### src/rtl/pps_cond_pkg.sv
// Shared types and sizing helpers for the PPS conditioning stage.
package pps_cond_pkg;

  typedef enum logic [1:0] {
    ST_ACQUIRE  = 2'd0,
    ST_LOCKED   = 2'd1,
    ST_HOLDOVER = 2'd2
  } state_t;

  // Interval counter width: must hold the longest acceptable period.
  function automatic int cnt_width(input int freq, input int tol);
    return $clog2(freq + tol + 1);
  endfunction

  // Bits needed to hold 0..value, never less than one.
  function automatic int bits_for(input int value);
    return (value < 1) ? 1 : $clog2(value + 1);
  endfunction

  function automatic logic [31:0] period_lo(input int freq, input int tol);
    return 32'(freq - tol);
  endfunction

  function automatic logic [31:0] period_hi(input int freq, input int tol);
    return 32'(freq + tol);
  endfunction

endpackage

### src/rtl/pps_glitch_filter.sv
// Synchronises the raw PPS and emits a one-cycle qualified edge once the
// level has stayed high for MIN_HIGH_CYCLES consecutive samples.
module pps_glitch_filter
  import pps_cond_pkg::*;
#(
  parameter int SYNC_STAGES     = 2,
  parameter int MIN_HIGH_CYCLES = 16
) (
  input  logic clk,
  input  logic rst_n,
  input  logic level,
  output logic qual_edge
);

  localparam int RW = bits_for(MIN_HIGH_CYCLES + 1);
  localparam logic [RW-1:0] RUN_HIT = RW'(MIN_HIGH_CYCLES);
  localparam logic [RW-1:0] RUN_SAT = RW'(MIN_HIGH_CYCLES + 1);
  localparam logic [RW-1:0] RUN_ONE = RW'(1);

  logic [SYNC_STAGES-1:0] sync;
  logic [RW-1:0]          run;

  // NOTE: sequential state uses non-blocking assignments so every flop
  // samples the pre-edge value of its neighbours, as the hardware does.
  always_ff @(posedge clk or negedge rst_n) begin
    if (!rst_n) begin
      sync <= '0;
      run  <= '0;
    end else begin
      sync <= {sync[SYNC_STAGES-2:0], level};
      if (!sync[SYNC_STAGES-1])
        run <= '0;
      else if (run != RUN_SAT)
        run <= run + RUN_ONE;
    end
  end

  // Run count parks one past the hit value so the edge lasts one cycle.
  assign qual_edge = (run == RUN_HIT);

endmodule

### src/rtl/pps_conditioner.sv
// PPS conditioner: glitch filter, period check, lock/holdover FSM and a
// fixed-width registered output pulse for the clock-sync block.
module pps_conditioner
  import pps_cond_pkg::*;
#(
  parameter int SYS_CLK_FREQ    = 100_000_000,
  parameter int SYNC_STAGES     = 2,
  parameter int MIN_HIGH_CYCLES = 16,
  parameter int PERIOD_TOL      = 10_000,
  parameter int LOCK_COUNT      = 3,
  parameter int PULSE_WIDTH     = 100,
  parameter int HOLDOVER_MAX    = 10
) (
  input  logic        SYS_CLK,
  input  logic        RESET_N,
  input  logic        PPS_IN,
  output logic        PPS_OUT,
  output logic        PPS_STROBE,
  output logic        PPS_VALID,
  output logic        HOLDOVER,
  output logic [31:0] PERIOD_CNT
);

  localparam int CW  = cnt_width(SYS_CLK_FREQ, PERIOD_TOL);
  localparam int LW  = bits_for(LOCK_COUNT);
  localparam int HW  = bits_for(HOLDOVER_MAX);
  localparam int PWW = bits_for(PULSE_WIDTH);

  localparam logic [31:0]    PERIOD_LO = period_lo(SYS_CLK_FREQ, PERIOD_TOL);
  localparam logic [31:0]    PERIOD_HI = period_hi(SYS_CLK_FREQ, PERIOD_TOL);
  localparam logic [CW-1:0]  CNT_ONE   = CW'(1);
  localparam logic [LW-1:0]  LOCK_LAST = LW'(LOCK_COUNT - 1);
  localparam logic [LW-1:0]  GOOD_ONE  = LW'(1);
  localparam logic [HW-1:0]  HO_MAX    = HW'(HOLDOVER_MAX);
  localparam logic [HW-1:0]  HO_ONE    = HW'(1);
  localparam logic [PWW-1:0] PW_LAST   = PWW'(PULSE_WIDTH - 1);
  localparam logic [PWW-1:0] PW_ONE    = PWW'(1);

  // Async assert, sync deassert of the internal reset.
  logic [1:0] rst_pipe;
  logic       rst_n;

  always_ff @(posedge SYS_CLK or negedge RESET_N) begin
    if (!RESET_N) rst_pipe <= 2'b00;
    else          rst_pipe <= {rst_pipe[0], 1'b1};
  end

  assign rst_n = rst_pipe[1];

  logic qual_edge;

  pps_glitch_filter #(
    .SYNC_STAGES    (SYNC_STAGES),
    .MIN_HIGH_CYCLES(MIN_HIGH_CYCLES)
  ) u_filter (
    .clk      (SYS_CLK),
    .rst_n    (rst_n),
    .level    (PPS_IN),
    .qual_edge(qual_edge)
  );

  state_t         state, state_next;
  logic [CW-1:0]  cnt;
  logic [LW-1:0]  good_cnt, good_next;
  logic [HW-1:0]  ho_cnt, ho_next;
  logic [PWW-1:0] pw_cnt;
  logic           started, started_next;
  logic [31:0]    period_next;
  logic           emit, cnt_clr;

  logic [31:0] p;
  logic        good, timeout, due;

  assign p       = 32'(cnt) + 32'd1;
  assign good    = (p >= PERIOD_LO) && (p <= PERIOD_HI);
  assign timeout = (p == PERIOD_HI) && !qual_edge;
  assign due     = (p == PERIOD_CNT);

  // NOTE: every signal written here gets a default first, so no path
  // through the case leaves one unassigned and no latch is inferred.
  always_comb begin
    state_next   = state;
    good_next    = good_cnt;
    ho_next      = ho_cnt;
    started_next = started;
    period_next  = PERIOD_CNT;
    emit         = 1'b0;
    cnt_clr      = qual_edge;
    case (state)
      ST_ACQUIRE: begin
        if (qual_edge) begin
          started_next = 1'b1;
          if (started) begin
            if (good) begin
              period_next = p;
              if (good_cnt == LOCK_LAST) begin
                state_next = ST_LOCKED;
                good_next  = '0;
                emit       = 1'b1;
              end else begin
                good_next = good_cnt + GOOD_ONE;
              end
            end else begin
              good_next = '0;
            end
          end
        end
      end
      ST_LOCKED: begin
        if (qual_edge) begin
          if (good) begin
            emit        = 1'b1;
            period_next = p;
          end else begin
            state_next   = ST_ACQUIRE;
            good_next    = '0;
            started_next = 1'b1;
          end
        end else if (timeout) begin
          if (HOLDOVER_MAX > 0) begin
            state_next = ST_HOLDOVER;
            emit       = 1'b1;
            cnt_clr    = 1'b1;
            ho_next    = HO_ONE;
          end else begin
            state_next   = ST_ACQUIRE;
            good_next    = '0;
            started_next = 1'b0;
          end
        end
      end
      ST_HOLDOVER: begin
        if (qual_edge) begin
          state_next   = ST_ACQUIRE;
          good_next    = '0;
          started_next = 1'b1;
        end else if (due) begin
          if (ho_cnt == HO_MAX) begin
            state_next   = ST_ACQUIRE;
            good_next    = '0;
            started_next = 1'b0;
          end else begin
            emit    = 1'b1;
            cnt_clr = 1'b1;
            ho_next = ho_cnt + HO_ONE;
          end
        end
      end
      default: state_next = ST_ACQUIRE;
    endcase
  end

  always_ff @(posedge SYS_CLK or negedge rst_n) begin
    if (!rst_n) begin
      state      <= ST_ACQUIRE;
      cnt        <= '0;
      good_cnt   <= '0;
      ho_cnt     <= '0;
      started    <= 1'b0;
      PERIOD_CNT <= '0;
      PPS_VALID  <= 1'b0;
      HOLDOVER   <= 1'b0;
    end else begin
      state      <= state_next;
      good_cnt   <= good_next;
      ho_cnt     <= ho_next;
      started    <= started_next;
      PERIOD_CNT <= period_next;
      PPS_VALID  <= (state_next != ST_ACQUIRE);
      HOLDOVER   <= (state_next == ST_HOLDOVER);
      if (cnt_clr)
        cnt <= '0;
      else if (cnt != '1)
        cnt <= cnt + CNT_ONE;
    end
  end

  // Pulse generator: a new emit restarts the width count.
  always_ff @(posedge SYS_CLK or negedge rst_n) begin
    if (!rst_n) begin
      PPS_OUT    <= 1'b0;
      PPS_STROBE <= 1'b0;
      pw_cnt     <= '0;
    end else begin
      PPS_STROBE <= emit;
      if (emit) begin
        PPS_OUT <= 1'b1;
        pw_cnt  <= PW_LAST;
      end else if (pw_cnt != '0) begin
        pw_cnt <= pw_cnt - PW_ONE;
      end else begin
        PPS_OUT <= 1'b0;
      end
    end
  end

endmodule

### config.mk
export PLATFORM = sky130hd
export DESIGN_NAME = pps_conditioner
export DESIGN_NICKNAME = d
export VERILOG_FILES = /design/src/rtl/pps_cond_pkg.sv /design/src/rtl/pps_glitch_filter.sv /design/src/rtl/pps_conditioner.sv
export SDC_FILE = /design/constraint.sdc
export NUM_CORES = 1
export LEC_CHECK = 0
export ABC_AREA = 1
export BUFFER_PORTS_ARGS = -buffer_cell sky130_fd_sc_hd__buf_2
export CORE_MARGIN = 8
export CORE_UTILIZATION = 63
export CTS_BUF_LIST = sky130_fd_sc_hd__clkbuf_2
export DETAILED_ROUTE_END_ITERATION = 7
export GPL_TIMING_DRIVEN = 0
export HOLD_SLACK_MARGIN = 0.02
export PLACE_DENSITY_LB_ADDON = 0.3
export SLEW_MARGIN = 20
export SYNTH_ARGS = -nofsm -noshare
export SYNTH_HDL_FRONTEND = slang
export SYNTH_SLANG_ARGS = --single-unit
### constraint.sdc
create_clock -name SYS_CLK -period 3.4 [get_ports SYS_CLK]
set_input_delay 0.17 -clock SYS_CLK [delete_from_list [all_inputs] [get_ports SYS_CLK]]
set_output_delay 0.17 -clock SYS_CLK [all_outputs]
set_load 0.02 [all_outputs]
==> flow_metrics.env <==
export IMPL_syn2layout_area_growth_pct=10.3
export IMPL_syn_cell_area_um2=5360
export IMPL_overflow=0
export IMPL_p_leak_nw=3.26
export IMPL_drv_cap=0
export IMPL_cts_sinks=84
export IMPL_ir_worst_vdd_v=0.000373
export IMPL_cts_root_buf="clkbuf_2"
export IMPL_cp_slowest_stage_delay_ns=0.49
export IMPL_htreeDepth=3
export IMPL_grt_max_degree=59
export IMPL_grtUsageTotal_pct=24.2
export IMPL_dr_pass1_iters=5
export IMPL_antenna_cells=0
export IMPL_port_buffers=34
export IMPL_finClkSkew_ns=0.0352
export IMPL_critPathLaunchType="register"
export IMPL_yosysWarnings=0
export IMPL_synth_area_top_cells="dfrtp_1 39%, nand2_1 16%, inv_1 7.3%, nor2_1 5.9%, nand3_1 5.2%"
export IMPL_wl_per_cell_um=14.6
export IMPL_regArea_um2=2110
export IMPL_dp_hpwl_um=10300
export IMPL_drtAntennaViolNets=0
export IMPL_cts_tree="built"
export IMPL_multi_input_area_um2=2780
export IMPL_vias=4927
export IMPL_drive_gt1_share_pct=13.6
export IMPL_finalSetupViolations=0
export IMPL_gp_congestion=0.944
export IMPL_syn_avg_cell_area_um2=7.08
export IMPL_finalCritPeriodShare_pct=91.3
export IMPL_cts_buffers=9
export IMPL_grt_pass1_wl_um=22500
export IMPL_floorplan_initialDensity_pct=65.3
export IMPL_antenna_found_initial=0
export IMPL_final_nets=826
export IMPL_fin_crit_ns=3.10
export IMPL_status="complete, no violations"
export IMPL_drc=0
export IMPL_ys_ff_latch=84
export IMPL_clk_pin_slew_ns=0.26
export IMPL_path_common_cell="nand2_1"
export IMPL_postSynthCellCount=758
export IMPL_ioPinCount=39
export IMPL_yosys_area_top_type_share_pct=39.2
export IMPL_path_cells="ha_1 -> nand3_1 -> nor2_2 -> nand2_1 -> nand2_1 -> inv_1 -> nor2_1 -> nand2_1 -> nor3_2 -> nand3_1 -> nand2_1 -> a21oi_1 -> nand2_1 -> o21ai_1 -> inv_2 -> buf_2 -> a21oi_1"
export IMPL_core_um2=8220
export IMPL_async_flop_share_pct=100
export IMPL_drt_iter0_drc=289
export IMPL_rsz0062_at_grt="no"
export IMPL_synthTopCellsByCount="230 x nand2_1, 104 x inv_1, 85 x nor2_1, 84 x dfrtp_1, 56 x nand3_1"
export IMPL_grt_pass1_vias=4878
export IMPL_die_area_um2=11700
export IMPL_fin_total_pwr_mw=1.94
export IMPL_critPathArrivalTime_ns=3.53
export IMPL_via_per_inst=5.36
export IMPL_fmax_mhz=322
export IMPL_critPathMaxFanout=10
export IMPL_tns_ns=0
export IMPL_placement_rows=33
export IMPL_yosysSeqAreaShare_pct=39.2
export IMPL_clkLatencyLatePin_ns=0.55
export IMPL_cts_buffer_depth=2
export IMPL_worstSetupEndpointType="register"
export IMPL_synthFlopType="dfrtp_1"
export IMPL_synth_enable_flop_cells=0
export IMPL_hold_violations=0
export IMPL_slew_violations=0
export IMPL_die_h_um=108
export IMPL_synth_cell_types=37
export IMPL_critPathKind="register to register"
export IMPL_synthMostInstantiatedCell="nand2_1"
export IMPL_reg2reg_depth=17
export IMPL_hold_class="register to asynchronous set/reset pin"
export IMPL_wirelength_um=13400
export IMPL_critPathRequiredTime_ns=3.83
export IMPL_slowest_stage="dfrtp_2"
export IMPL_synth_top_area_cell="dfrtp_1"
export IMPL_power_density_nw_per_um2=328
export IMPL_die_w_um=108
export IMPL_fill_cells=672
## sequential cells by signal, indices dropped and copies added (netlist names), 2 cells and up
name	cells
good_cnt	2
ho_cnt	4
u_filter.run	5
PERIOD_CNT	28
rst_pipe	2
state	2
cnt	27
u_filter.sync	2
pw_cnt	7
## path summary, 6_finish.rpt
kind,startpoint,endpoint,slack (ns)
max,cnt[0],cnt[21],0.30
min,rst_pipe[1],cnt[16],0.24
max reg2reg,cnt[0],cnt[21],0.30
min reg2reg,rst_pipe[1],cnt[16],0.24
max in group asynchronous,rst_pipe[1],cnt[1],2.53
min in group SYS_CLK,PPS_IN,u_filter.sync[0],0.24
## placed cells by master (no fill, tap or decap), types with 17 or more instances in the layout
master,netlist,final
nand2_1,230,230
inv_1,104,104
nor2_1,85,85
dfrtp_1,84,81
nand3_1,56,56
buf_2,3,37
a21oi_1,31,31
o21ai_0,24,24
xor2_1,22,22
nand2_2,17,17
## worst max-delay path: cells and delay by family (launching register included)
family,cells,cell delay (ns)
fa+ha+maj,1,0.25
simple gates,10,1.49
compound gates,3,0.23
flops,1,0.49
buf+inv,3,0.53
## layer usage
| layer | GRT usage, % | routed length, um |
|---|---|---|
| met5 | 0 | 0 |
| met4 | 12.8 | 444 |
| met3 | 4.05 | 893 |
| met2 | 39.4 | 6270 |
| met1 | 30.2 | 5780 |
## cell families (layout without fill, tap and decap cells)
family	count (synthesis)	in the layout	share of synthesized area, %
AND/OR/NAND/NOR	435	435	36.5
buffers and inverters	122	176	9.31
flip-flops	84	84	39.2
AO/OA/AOI/OAI	73	73	7.14
XOR/XNOR	29	29	4.74
adder cells (fa/ha/maj)	13	13	3.03
other	2	5	0.140
## report_power, final
part / internal (mW) / leakage [nW] / total, mW / switching, mW
clock network: 0.331 / 0.0994 / 0.720 / 0.389
registers: 1.02 / 1.15 / 1.06 / 0.0319
logic: 0.0498 / 2.01 / 0.166 / 0.116
## metrics by stage
stage | std cells | utilization [%] | instance area (um^2) | worst slack [ns] | hold slack, ns
floorplan | 761 | - | 5380 | 0.887 | -0.126
global route | 920 | 72.0 | 5920 | 0.00766 | 0.226
CTS | 920 | 71.9 | 5910 | 0.230 | 0.213
detailed placement | 901 | 69.5 | 5710 | 0.249 | -0.0432
global placement | 900 | 69.1 | 5680 | 0.0304 | -0.0458
finish | 920 | 72.0 | 5920 | 0.297 | 0.237
## area by class of cell
cell class	instances	area share (%)
Inverter	110	6.98
Buffer	12	1.46
Multi-Input combinational cell	555	47.0
Tap cell	105	2.22
Clock buffer	9	0.761
Timing Repair Buffer	38	3.85
Clock inverter	7	2.16
Sequential cell	84	35.6
## repair_timing
action / in CTS / in global routing
hold buffers: 3 / 0
setup buffers: 0 / 0
hold endpoints to repair: 3 / 0
setup endpoints to repair: 0 / 30
gates resized for setup: 0 / 3
No activity file was read; power rests on OpenSTA's default activity.
